===== src/rtl/dmem_pkg.sv =====
// Shared definitions for the MEM-stage data-memory access unit.
// Contents:
//   - RV32I load/store funct3 encodings (F3_*)
//   - FSM state enum (state_t)
//   - base byte-enable patterns for byte/half/word stores (WSTRB_*)
//   - access_bad(): illegal funct3 or misaligned address check
//   - store_wdata()/store_strb(): bus formatting of store data and byte enables
package dmem_pkg;

  localparam logic [2:0] F3_B  = 3'b000;
  localparam logic [2:0] F3_H  = 3'b001;
  localparam logic [2:0] F3_W  = 3'b010;
  localparam logic [2:0] F3_BU = 3'b100;
  localparam logic [2:0] F3_HU = 3'b101;

  typedef enum logic [1:0] {
    S_IDLE = 2'd0,
    S_REQ  = 2'd1,
    S_RESP = 2'd2,
    S_DONE = 2'd3
  } state_t;

  localparam logic [3:0] WSTRB_B = 4'b0001;
  localparam logic [3:0] WSTRB_H = 4'b0011;
  localparam logic [3:0] WSTRB_W = 4'b1111;

  // Stores only know B/H/W; loads add the unsigned BU/HU forms.
  // funct3[1:0] carries the access size for every legal encoding.
  function automatic logic access_bad(input logic [2:0] funct3,
                                      input logic [1:0] off,
                                      input logic       we);
    logic legal;
    logic mis;
    if (we) begin
      legal = (funct3 == F3_B) || (funct3 == F3_H) || (funct3 == F3_W);
    end else begin
      legal = (funct3 == F3_B) || (funct3 == F3_H) || (funct3 == F3_W) ||
              (funct3 == F3_BU) || (funct3 == F3_HU);
    end
    case (funct3[1:0])
      2'b01:   mis = off[0];
      2'b10:   mis = |off;
      default: mis = 1'b0;
    endcase
    return !legal || mis;
  endfunction

  // Data is replicated across the word so the byte enables alone pick the lane.
  function automatic logic [31:0] store_wdata(input logic [2:0]  funct3,
                                              input logic [31:0] data);
    case (funct3[1:0])
      2'b00:   return {4{data[7:0]}};
      2'b01:   return {2{data[15:0]}};
      default: return data;
    endcase
  endfunction

  function automatic logic [3:0] store_strb(input logic [2:0] funct3,
                                            input logic [1:0] off);
    case (funct3[1:0])
      2'b00:   return WSTRB_B << off;
      2'b01:   return WSTRB_H << off;
      default: return WSTRB_W;
    endcase
  endfunction

endpackage


===== src/rtl/dmem_load_align.sv =====
// Load data alignment: picks the addressed byte/half out of a read word and
// sign- or zero-extends it according to funct3.
// Ports:
//   word   - 32-bit word returned by memory
//   offset - byte offset addr[1:0] of the load
//   funct3 - load size/sign encoding
//   result - aligned, extended value for writeback (0 for non-load encodings)
module dmem_load_align
  import dmem_pkg::*;
(
  input  logic [31:0] word,
  input  logic [1:0]  offset,
  input  logic [2:0]  funct3,
  output logic [31:0] result
);

  logic [7:0]  byte_sel;
  logic [15:0] half_sel;

  always_comb begin
    byte_sel = word[{offset, 3'b000} +: 8];
    half_sel = offset[1] ? word[31:16] : word[15:0];
    case (funct3)
      F3_B:    result = {{24{byte_sel[7]}}, byte_sel};
      F3_BU:   result = {24'h000000, byte_sel};
      F3_H:    result = {{16{half_sel[15]}}, half_sel};
      F3_HU:   result = {16'h0000, half_sel};
      F3_W:    result = word;
      default: result = 32'h0;
    endcase
  end

endmodule


===== src/rtl/dmem_access_unit.sv =====
// MEM-stage data-memory access unit.
// Accepts a load/store from EX/MEM, runs one bus transaction and stalls the
// pipeline until it completes; returns aligned/extended load data in DONE.
//
// Bus handshake: a request transfers on a cycle where req_valid & req_ready
// are both high; req_valid, once raised, stays high with all req_* stable until
// that transfer (or a timeout abort). A read response transfers on any cycle
// with rsp_valid high while waiting in RESP; there is no rsp_ready.
//
// Ports:
//   clk, rst_n           - clock, async active-low reset
//   mem_read_in/..._in   - access request, funct3, byte address, store data
//   stall_out            - holds the upstream pipeline
//   load_data_out        - load result, valid in DONE, held otherwise
//   err_out              - one-cycle pulse: misaligned, illegal funct3, timeout
//   req_*                - request channel to data memory
//   rsp_valid/rsp_rdata  - read response channel
//   dbg_state            - current FSM state (dmem_pkg::state_t encoding)
module dmem_access_unit
  import dmem_pkg::*;
#(
  parameter int ADDR_WIDTH     = 32,
  parameter int TIMEOUT_CYCLES = 255
) (
  input  logic                  clk,
  input  logic                  rst_n,
  input  logic                  mem_read_in,
  input  logic                  mem_write_in,
  input  logic [2:0]            funct3_in,
  input  logic [ADDR_WIDTH-1:0] addr_in,
  input  logic [31:0]           store_data_in,
  output logic                  stall_out,
  output logic [31:0]           load_data_out,
  output logic                  err_out,
  output logic                  req_valid,
  input  logic                  req_ready,
  output logic                  req_we,
  output logic [ADDR_WIDTH-1:0] req_addr,
  output logic [31:0]           req_wdata,
  output logic [3:0]            req_wstrb,
  input  logic                  rsp_valid,
  input  logic [31:0]           rsp_rdata,
  output logic [1:0]            dbg_state
);

  localparam int              CNT_W  = (TIMEOUT_CYCLES > 0) ? $clog2(TIMEOUT_CYCLES + 1) : 1;
  localparam logic [CNT_W-1:0] TO_MAX = CNT_W'(TIMEOUT_CYCLES);
  localparam bit              TO_EN  = (TIMEOUT_CYCLES != 0);

  state_t state_q, state_d;

  // Request fields latched in IDLE, held for the whole transaction.
  logic [1:0]            off_q;
  logic [2:0]            f3_q;
  logic                  we_q;
  logic [ADDR_WIDTH-1:0] addr_q;
  logic [31:0]           wdata_q;
  logic [3:0]            wstrb_q;

  // Load result sources; updated only when a response is taken so the
  // output holds its value across later stores and in-flight accesses.
  logic [31:0] word_q;
  logic [1:0]  ld_off_q;
  logic [2:0]  ld_f3_q;

  logic [CNT_W-1:0] cnt_q;

  logic        acc;
  logic        we_in;
  logic        bad;
  logic        waiting;
  logic        timeout;
  logic        take;
  logic        bad_now;
  logic        rsp_take;
  logic [31:0] aligned;

  // Simultaneous read and write is treated as a load.
  assign acc     = mem_read_in | mem_write_in;
  assign we_in   = mem_write_in & ~mem_read_in;
  assign bad     = access_bad(funct3_in, addr_in[1:0], we_in);
  assign waiting = (state_q == S_REQ) || (state_q == S_RESP);
  assign timeout = TO_EN && waiting && (cnt_q == TO_MAX);

  always_comb begin
    state_d   = state_q;
    stall_out = 1'b0;
    err_out   = 1'b0;
    req_valid = 1'b0;
    take      = 1'b0;
    bad_now   = 1'b0;
    rsp_take  = 1'b0;
    case (state_q)
      S_IDLE: begin
        if (acc) begin
          if (bad) begin
            err_out = 1'b1;
            bad_now = 1'b1;
          end else begin
            stall_out = 1'b1;
            take      = 1'b1;
            state_d   = S_REQ;
          end
        end
      end
      S_REQ: begin
        stall_out = 1'b1;
        if (timeout) begin
          err_out = 1'b1;
          state_d = S_DONE;
        end else begin
          req_valid = 1'b1;
          if (req_ready) begin
            state_d = we_q ? S_DONE : S_RESP;
          end
        end
      end
      S_RESP: begin
        stall_out = 1'b1;
        if (timeout) begin
          err_out = 1'b1;
          state_d = S_DONE;
        end else if (rsp_valid) begin
          rsp_take = 1'b1;
          state_d  = S_DONE;
        end
      end
      S_DONE: begin
        state_d = S_IDLE;
      end
      default: begin
        state_d = S_IDLE;
      end
    endcase
  end

  always_ff @(posedge clk or negedge rst_n) begin
    if (!rst_n) begin
      state_q <= S_IDLE;
    end else begin
      state_q <= state_d;
    end
  end

  always_ff @(posedge clk or negedge rst_n) begin
    if (!rst_n) begin
      off_q   <= 2'b00;
      f3_q    <= 3'b000;
      we_q    <= 1'b0;
      addr_q  <= '0;
      wdata_q <= 32'h0;
      wstrb_q <= 4'b0000;
    end else if (take) begin
      off_q   <= addr_in[1:0];
      f3_q    <= funct3_in;
      we_q    <= we_in;
      addr_q  <= {addr_in[ADDR_WIDTH-1:2], 2'b00};
      wdata_q <= we_in ? store_wdata(funct3_in, store_data_in) : 32'h0;
      wstrb_q <= we_in ? store_strb(funct3_in, addr_in[1:0]) : 4'b0000;
    end
  end

  // Counts REQ+RESP cycles from zero at REQ entry; saturates at the limit.
  always_ff @(posedge clk or negedge rst_n) begin
    if (!rst_n) begin
      cnt_q <= '0;
    end else if (take) begin
      cnt_q <= '0;
    end else if (waiting && (cnt_q != TO_MAX)) begin
      cnt_q <= cnt_q + CNT_W'(1);
    end
  end

  always_ff @(posedge clk or negedge rst_n) begin
    if (!rst_n) begin
      word_q   <= 32'h0;
      ld_off_q <= 2'b00;
      ld_f3_q  <= F3_W;
    end else if (bad_now || timeout) begin
      word_q   <= 32'h0;
      ld_off_q <= 2'b00;
      ld_f3_q  <= F3_W;
    end else if (rsp_take) begin
      word_q   <= rsp_rdata;
      ld_off_q <= off_q;
      ld_f3_q  <= f3_q;
    end
  end

  dmem_load_align u_align (
    .word   (word_q),
    .offset (ld_off_q),
    .funct3 (ld_f3_q),
    .result (aligned)
  );

  // A rejected access shows zero in its own cycle, before word_q clears.
  assign load_data_out = bad_now ? 32'h0 : aligned;
  assign req_we        = we_q;
  assign req_addr      = addr_q;
  assign req_wdata     = wdata_q;
  assign req_wstrb     = wstrb_q;
  assign dbg_state     = state_q;

endmodule


===== config.mk =====
export PLATFORM = sky130hd
export DESIGN_NAME = dmem_access_unit
export DESIGN_NICKNAME = d
export VERILOG_FILES = /design/src/rtl/dmem_pkg.sv /design/src/rtl/dmem_load_align.sv /design/src/rtl/dmem_access_unit.sv
export SDC_FILE = /design/constraint.sdc
export NUM_CORES = 1
export LEC_CHECK = 0
export CAP_MARGIN = 20
export CORE_ASPECT_RATIO = 0.8
export CORE_MARGIN = 2
export CORE_UTILIZATION = 47
export CTS_CLUSTER_DIAMETER = 80
export CTS_CLUSTER_SIZE = 14
export DETAILED_ROUTE_END_ITERATION = 16
export GPL_TIMING_DRIVEN = 0
export PLACE_DENSITY = 0.88
export REMOVE_ABC_BUFFERS = 1
export SLEW_MARGIN = 25
export SYNTH_ARGS = -nofsm -noshare
export SYNTH_HDL_FRONTEND = slang
export SYNTH_HIERARCHICAL = 1
export SYNTH_SLANG_ARGS = --single-unit

===== constraint.sdc =====
create_clock -name clk -period 2.6 [get_ports clk]
set_input_delay 0.52 -clock clk [delete_from_list [all_inputs] [get_ports clk]]
set_output_delay 0.52 -clock clk [all_outputs]
set_load 0.01 [all_outputs]

# Yosys cells after proc, flatten, opt, wreduce, memory -nomap -nowiden
# Cells that the tools add are included.
[totals]
reg_bits = 119
inputBits = 105
output_inout_bits = 106
[classes]
addsub = 1
n_reduce_logical = 19
shift = 3
n_eq_ne = 19
bitwise_logic = 3
muxes = 39
[op_table]
columns = ["op", "n"]
rows = [
  ["case mux 32 bit (5 select lines)", 1],
  ["two-way mux 32 bit", 4],
  ["case mux 32 bit (2 select lines)", 1],
  ["variable part select 32 x 6 -> 8 bit", 1],
  ["two-way mux 16 bit", 1],
  ["two-way mux 2 bit", 8],
  ["two-way mux 8 bit", 2],
  ["two-way mux 1 bit", 14],
  ["== test 3 bit, second input constant", 4],
  ["adder 8 x 1 -> 8 bit, second input constant", 1],
  ["== test 8 bit, second input constant", 1],
  ["!= test 8 bit, second input constant", 1],
  ["case mux 2 bit (4 select lines)", 1],
  ["case mux 4 bit (2 select lines)", 1],
  ["logical OR 1 bit", 7],
  ["== test 2 bit, second input constant", 3],
  ["== test 3 x 1 -> 1 bit, second input constant", 2],
  ["== test 3 x 2 -> 1 bit, second input constant", 2],
  ["logical NOT 3 bit", 2],
  ["two-way mux 3 bit", 2],
  ["!= test 3 bit, second input constant", 2],
  ["case mux 1 bit (2 select lines)", 3],
  ["== test 2 x 1 -> 1 bit, second input constant", 2],
  ["logical NOT 2 bit", 2],
  ["other kinds (12)", 16],
]

# Longest topological paths before layout
[logic_depth]
word_depth = 13
mapped_depth = 10
mapped_depth_nobuf = 7

# By module
# Netlist, hierarchy kept.
[modules_own_cells]
columns = ["mod", "cells_each", "seq_area_each_um2", "n_inst", "area_each_um2"]
rows = [
  ["dmem_access_unit", 495, 2979.1, 1, 5581.6],
  ["dmem_load_align", 109, 0.0, 1, 812.0],
]

# Worst setup path before layout
# No wires, ideal clock.
[synth_path]
path_type = "input to output"
startpoint = "input port funct3_in[0]"
endpoint = "output port err_out"
arrival_ns = 1.963
setup_slack_ns = 0.117
path_stages = 9
n_path_buf = 2
cell_sequence = "inv_1 -> ha_1 -> buf_6 -> nor2_4 -> a22oi_4 -> a21oi_2 -> or2_1 -> buf_4 -> nor2b_1"
[synth_between]
elab_chain_len = 11
[synth_lines]
columns = ["element", "line_no", "rtl"]
rows = [
  ["from (decl)", "dmem_access_unit.sv:29", "input logic [2:0] funct3_in,"],
  ["== test 3 x 1 -> 1 bit or logical NOT 3 bit (tied branches)", "dmem_pkg.sv:35, dmem_pkg.sv:37", ""],
  ["logical OR 1 bit (2 in series)", "dmem_pkg.sv:35, dmem_pkg.sv:37", ""],
  ["logical OR 1 bit", "dmem_pkg.sv:37", "legal = (funct3 == F3_B) || (funct3 == F3_H) || (funct3 == F3_W) ||"],
  ["logical OR 1 bit", "dmem_pkg.sv:38", "(funct3 == F3_BU) || (funct3 == F3_HU);"],
  ["two-way mux 1 bit", "dmem_pkg.sv:34", "if (we) begin"],
  ["logical NOT 1 bit", "dmem_pkg.sv:45", "return !legal || mis;"],
  ["logical OR 1 bit *", "dmem_pkg.sv:45", ""],
  ["two-way mux 1 bit *", "dmem_access_unit.sv:96", "if (bad) begin"],
  ["two-way mux 1 bit *", "dmem_access_unit.sv:95", "if (acc) begin"],
  ["case mux 1 bit (2 select lines) *", "dmem_access_unit.sv:93", "case (state_q)"],
  ["to (decl)", "dmem_access_unit.sv:34", "output logic err_out,"],
]
# Every way passes the cells marked *; elsewhere a longest branch is shown, timed or not.

# Final worst setup path
[layout_path]
startpoint = "register ld_f3_q[1]"
endpoint = "output port load_data_out[7]"
[layout_between]
elab_chain_len = 3
[layout_lines]
columns = ["element", "line_no", "rtl"]
rows = [
  ["from (decl)", "dmem_access_unit.sv:64", "logic [2:0] ld_f3_q;"],
  ["from (signal assigned)", "dmem_access_unit.sv:186", "ld_f3_q <= f3_q;"],
  ["== test 3 x 2 -> 1 bit, or another cell as far along", "dmem_load_align.sv:23", "case (funct3)"],
  ["case mux 32 bit (5 select lines) *", "dmem_load_align.sv:23", ""],
  ["named net aligned[7]", "dmem_access_unit.sv:76", "logic [31:0] aligned;"],
  ["two-way mux 32 bit *", "dmem_access_unit.sv:198", "assign load_data_out = bad_now ? 32'h0 : aligned;"],
  ["to (decl)", "dmem_access_unit.sv:33", "output logic [31:0] load_data_out,"],
]
# The timed path passes the listed nets; every way through them passes the cells marked *.

==> qor.json <==
{
  "clock-skew-final_ns": 0.00898,
  "synth_area_leaders": "dfrtp_1 46%, mux2_4 7.5%, nand2_1 5.5%, nor2b_1 3.4%, a21oi_1 3.1%",
  "maxSlewHeadroom": 0.526,
  "dp_cells": 948,
  "grt_start_max_net_pins": 65,
  "count_of_endpoints_failing_hold_in_the_final_timing_report": 0,
  "crit_family": "flip-flops",
  "worst_min_path_class": "input pin to async pin",
  "syn2layout_area_growth_pct": 50.9,
  "grtUsageTotal": 0.288,
  "grt_pass1_vias": 5934,
  "timing.max_cap.violations": 0,
  "floorplan.die_area_um2": 14600,
  "drive_gt1_frac": 0.260,
  "antenna_nets_post_route": 0,
  "num_io_pins": 211,
  "data_required_time_of_the_worst_path_ns": 2.08,
  "clk_transition_reported_paths_ns": 0.06,
  "design.final.nets": 955,
  "synth_top_cells_by_count": "118 x dfrtp_1, 94 x nand2_1, 39 x a21oi_1, 35 x nor2b_1, 32 x mux2_4",
  "number_of_synthesized_flops_with_an_enable_pin": 0,
  "vdd.ir_drop.worst_mv": 0.726,
  "p_per_area_nw_per_um2": 1200,
  "preCtsSetupSlack_ns": -2.49,
  "failed_checks": "setup timing",
  "startpoint_type_of_the_worst_setup_path": "flip-flop",
  "predominant_post_synthesis_flop_cell": "dfrtp_1",
  "yosysMostFrequentCell": "dfrtp_1",
  "syn_area_per_cell_um2": 10.6,
  "power_leakage_nw": 4.33,
  "routed_wl_um": 20900,
  "timing_worst_slew_pin_value_ns": 0.710,
  "holdBufCountCts": 0,
  "cts.htree.levels": 4,
  "num_vias": 5891,
  "layout_worst_path_cycle_share": 1.06,
  "cts-root-buf": "clkbuf_16",
  "detail_route.drc_violations": 0,
  "via_per_inst": 5.70,
  "postSynthCellCount": 604,
  "max_freq_mhz": 364,
  "crit_buf_inv": 2,
  "avgRoutedWirePerCell_um": 20.2,
  "r2r_end": "req_addr[8]$_DFFE_PN0N_",
  "clock_insertion_delay_worst_skew_ns": 0.41,
  "grt_setup_unrepaired": "yes",
  "worst_r2r_startpoint": "dbg_state[0]$_DFFE_PN0P_",
  "grt_antenna_before_repair": 2,
  "setup_viol": 30,
  "synth_async_sr_flop_share": 1.00,
  "outcome": "finished, violations left",
  "synth.top_cell.area_share": 0.462,
  "critical_path.cell_chain": "and2b_4 > a22oi_4 > buf_12 > o221ai_1 > nor2b_2 > clkdlybuf4s15_2",
  "yosys.cell_types.count": 53,
  "core_region_area_um2": 13400,
  "seq_area_frac_synth": 0.466,
  "clock_tree.buffer_depth": 2,
  "finalMaxSlewViolations": 0,
  "grt_pass1_wl_um": 32200,
  "die_y_um": 108,
  "gpl.final_weighted_congestion": 0.821,
  "input_output_buffers": 208,
  "yosys_synthesis_warning_count": 6,
  "antennaDiodeCount": 0,
  "timing.critical_path.slowest_cell_delay_ns": 0.66,
  "crit_slowest_cell": "dfstp_4",
  "finalWorstSetupSlack_ns": -0.144,
  "finalNonFillerCells": 1034,
  "ff2ff_path_depth": 8,
  "summed_instance_area_of_the_synthesized_netlist_um2": 6390,
  "dp_hpwl_um": 12300,
  "period_needed_ns": 2.74,
  "initial_cell_density_of_the_core": 0.477,
  "critical_path_arrival_ns": 2.22,
  "synth-seq-cells": 119,
  "clock_sinks": 119,
  "path_class": "flip-flop to output pin",
  "overflow": 0,
  "end_kind": "output pin",
  "drt-pass1-iter-count": 5,
  "tritoncts.num_buffers": 17,
  "cts_tree": "built",
  "netlist.top_cell.by_area": "dfrtp_1",
  "drt_iter0_drc": 497,
  "cp_max_fo": 9,
  "worst-r2r-setup-slack_ns": 0.41,
  "fp.dieW_um": 134,
  "row_count": 38
}
## registers in the layout, indices dropped and copies added, names as in the netlist
register	cells
req_addr	30
req_wdata	32
ld_f3_q	3
word_q	32
cnt_q	8
f3_q	3
req_wstrb	4
dbg_state	2
ld_off_q	2
off_q	2
req_we	1
## repair_timing
item | in CTS | in global routing
setup buffers | 45 | 4
gates cloned | 5 | 0
resized for setup | 187 | 41
hold endpoints to repair | 0 | 0
setup endpoints to repair | 154 | 35
pin swaps | 15 | 15
## report_power, final
part	total (W)	leakage (nW)	internal, W	switching, W
combinational	0.00592	2.52	0.00320	0.00272
clock	0.00237	0.287	0.00143	0.000938
sequential	0.00332	1.52	0.00266	0.000659
total	0.0116	4.33	0.00730	0.00432
## area by class of cell
type | count | area [µm²]
inverters | 12 | 47.5
repair buffers | 260 | 2490
clock inverters | 15 | 166
multi-input cells | 431 | 3310
flip-flops and latches | 119 | 2990
fillers | 950 | 3760
well taps | 180 | 225
clock buffers | 17 | 425
## worst register-to-register path, delay by kind of cell (launching register included)
family | cells | cell delay (ns)
AO/OA/AOI/OAI | 1 | 0.10
adder cells (fa/ha/maj) | 1 | 0.27
buffers and inverters | 4 | 0.76
flip-flops | 1 | 0.37
multiplexers | 1 | 0.34
AND/OR/NAND/NOR | 1 | 0.24
## routing by layer
layer | vias up | global-route usage | part of all wire
li1 | 2643 | - | -
met1 | 2838 | 0.351 | 0.39
met2 | 348 | 0.475 | 0.48
met3 | 58 | 0.108 | 0.11
met4 | 4 | 0.100 | 0.027
met5 | - | 0 | 0.0011
## through the flow
stage / setup TNS, ns / hold WS [ns] / utilization / cell area (µm²) / total power [W]
after floorplan: -121.35 / 0.224 / - / 6100 / 0.00599
after global placement: -775.45 / 0.472 / 0.627 / 8410 / 0.00840
after detailed placement: -181.14 / 0.474 / 0.632 / 8470 / 0.00854
after CTS: -0.873 / 0.0369 / 0.710 / 9520 / 0.0113
after global routing: -3.89 / 0.0463 / 0.720 / 9650 / 0.0122
final: -2.04 / 0.0157 / 0.720 / 9650 / 0.0116
## kinds of logic after synthesis
family | Yosys count | share of synthesized area
simple gates | 213 | 0.166
compound gates | 136 | 0.161
buf+inv | 59 | 0.0538
other cells | 1 | 0.000587
fa+ha+maj | 9 | 0.0176
xor+xnor | 7 | 0.00959
mux | 60 | 0.125
flops | 119 | 0.466
## worst max path at each step
stage | end | start | slack, ns | cells past startpoint
3_5_place_dp | err_out | funct3_in[1] | -2.49 | 9
3_3_place_gp | word_q[16]$_DFFE_PN0P_ | rst_n | -3.62 | 1
2_1_floorplan | stall_out | funct3_in[1] | -1.66 | 7
5_1_grt | load_data_out[7] | ld_f3_q[1]$_DFFE_PN1P_ | -0.19 | 6
6_report | load_data_out[7] | ld_f3_q[1]$_DFFE_PN1P_ | -0.14 | 6
4_1_cts | load_data_out[22] | ld_f3_q[1]$_DFFE_PN1P_ | -0.09 | 7
## cell usage in the layout (no fill, tap or decap), drive strengths merged, types with 2 or more instances in the layout
cell type | synthesis | layout
nand2b | 4 | 4
bufinv | 0 | 2
a21oi | 40 | 41
o21ai | 8 | 8
mux2 | 42 | 42
clkinvlp | 0 | 2
o221ai | 8 | 8
dlygate4sd2 | 0 | 5
xnor2 | 6 | 6
clkdlybuf4s50 | 0 | 165
clkbuf | 19 | 18
a221o | 5 | 5
and2b | 2 | 2
mux2i | 16 | 16
o2bb2ai | 8 | 8
o211ai | 18 | 18
inv | 12 | 19
nor3 | 9 | 9
or3 | 17 | 17
clkinv | 0 | 4
a22oi | 13 | 14
or2 | 4 | 6
nand3 | 21 | 21
nand3b | 2 | 2
buf | 28 | 87
a32o | 16 | 16
nor2b | 36 | 36
and2 | 4 | 4
mux4 | 2 | 2
ha | 9 | 9
conb | 1 | 2
nand2 | 95 | 95
nor2 | 15 | 15
a22o | 17 | 17
nor3b | 2 | 2
dfrtp | 118 | 118
Note: power is estimated with default switching activity, not from simulation.
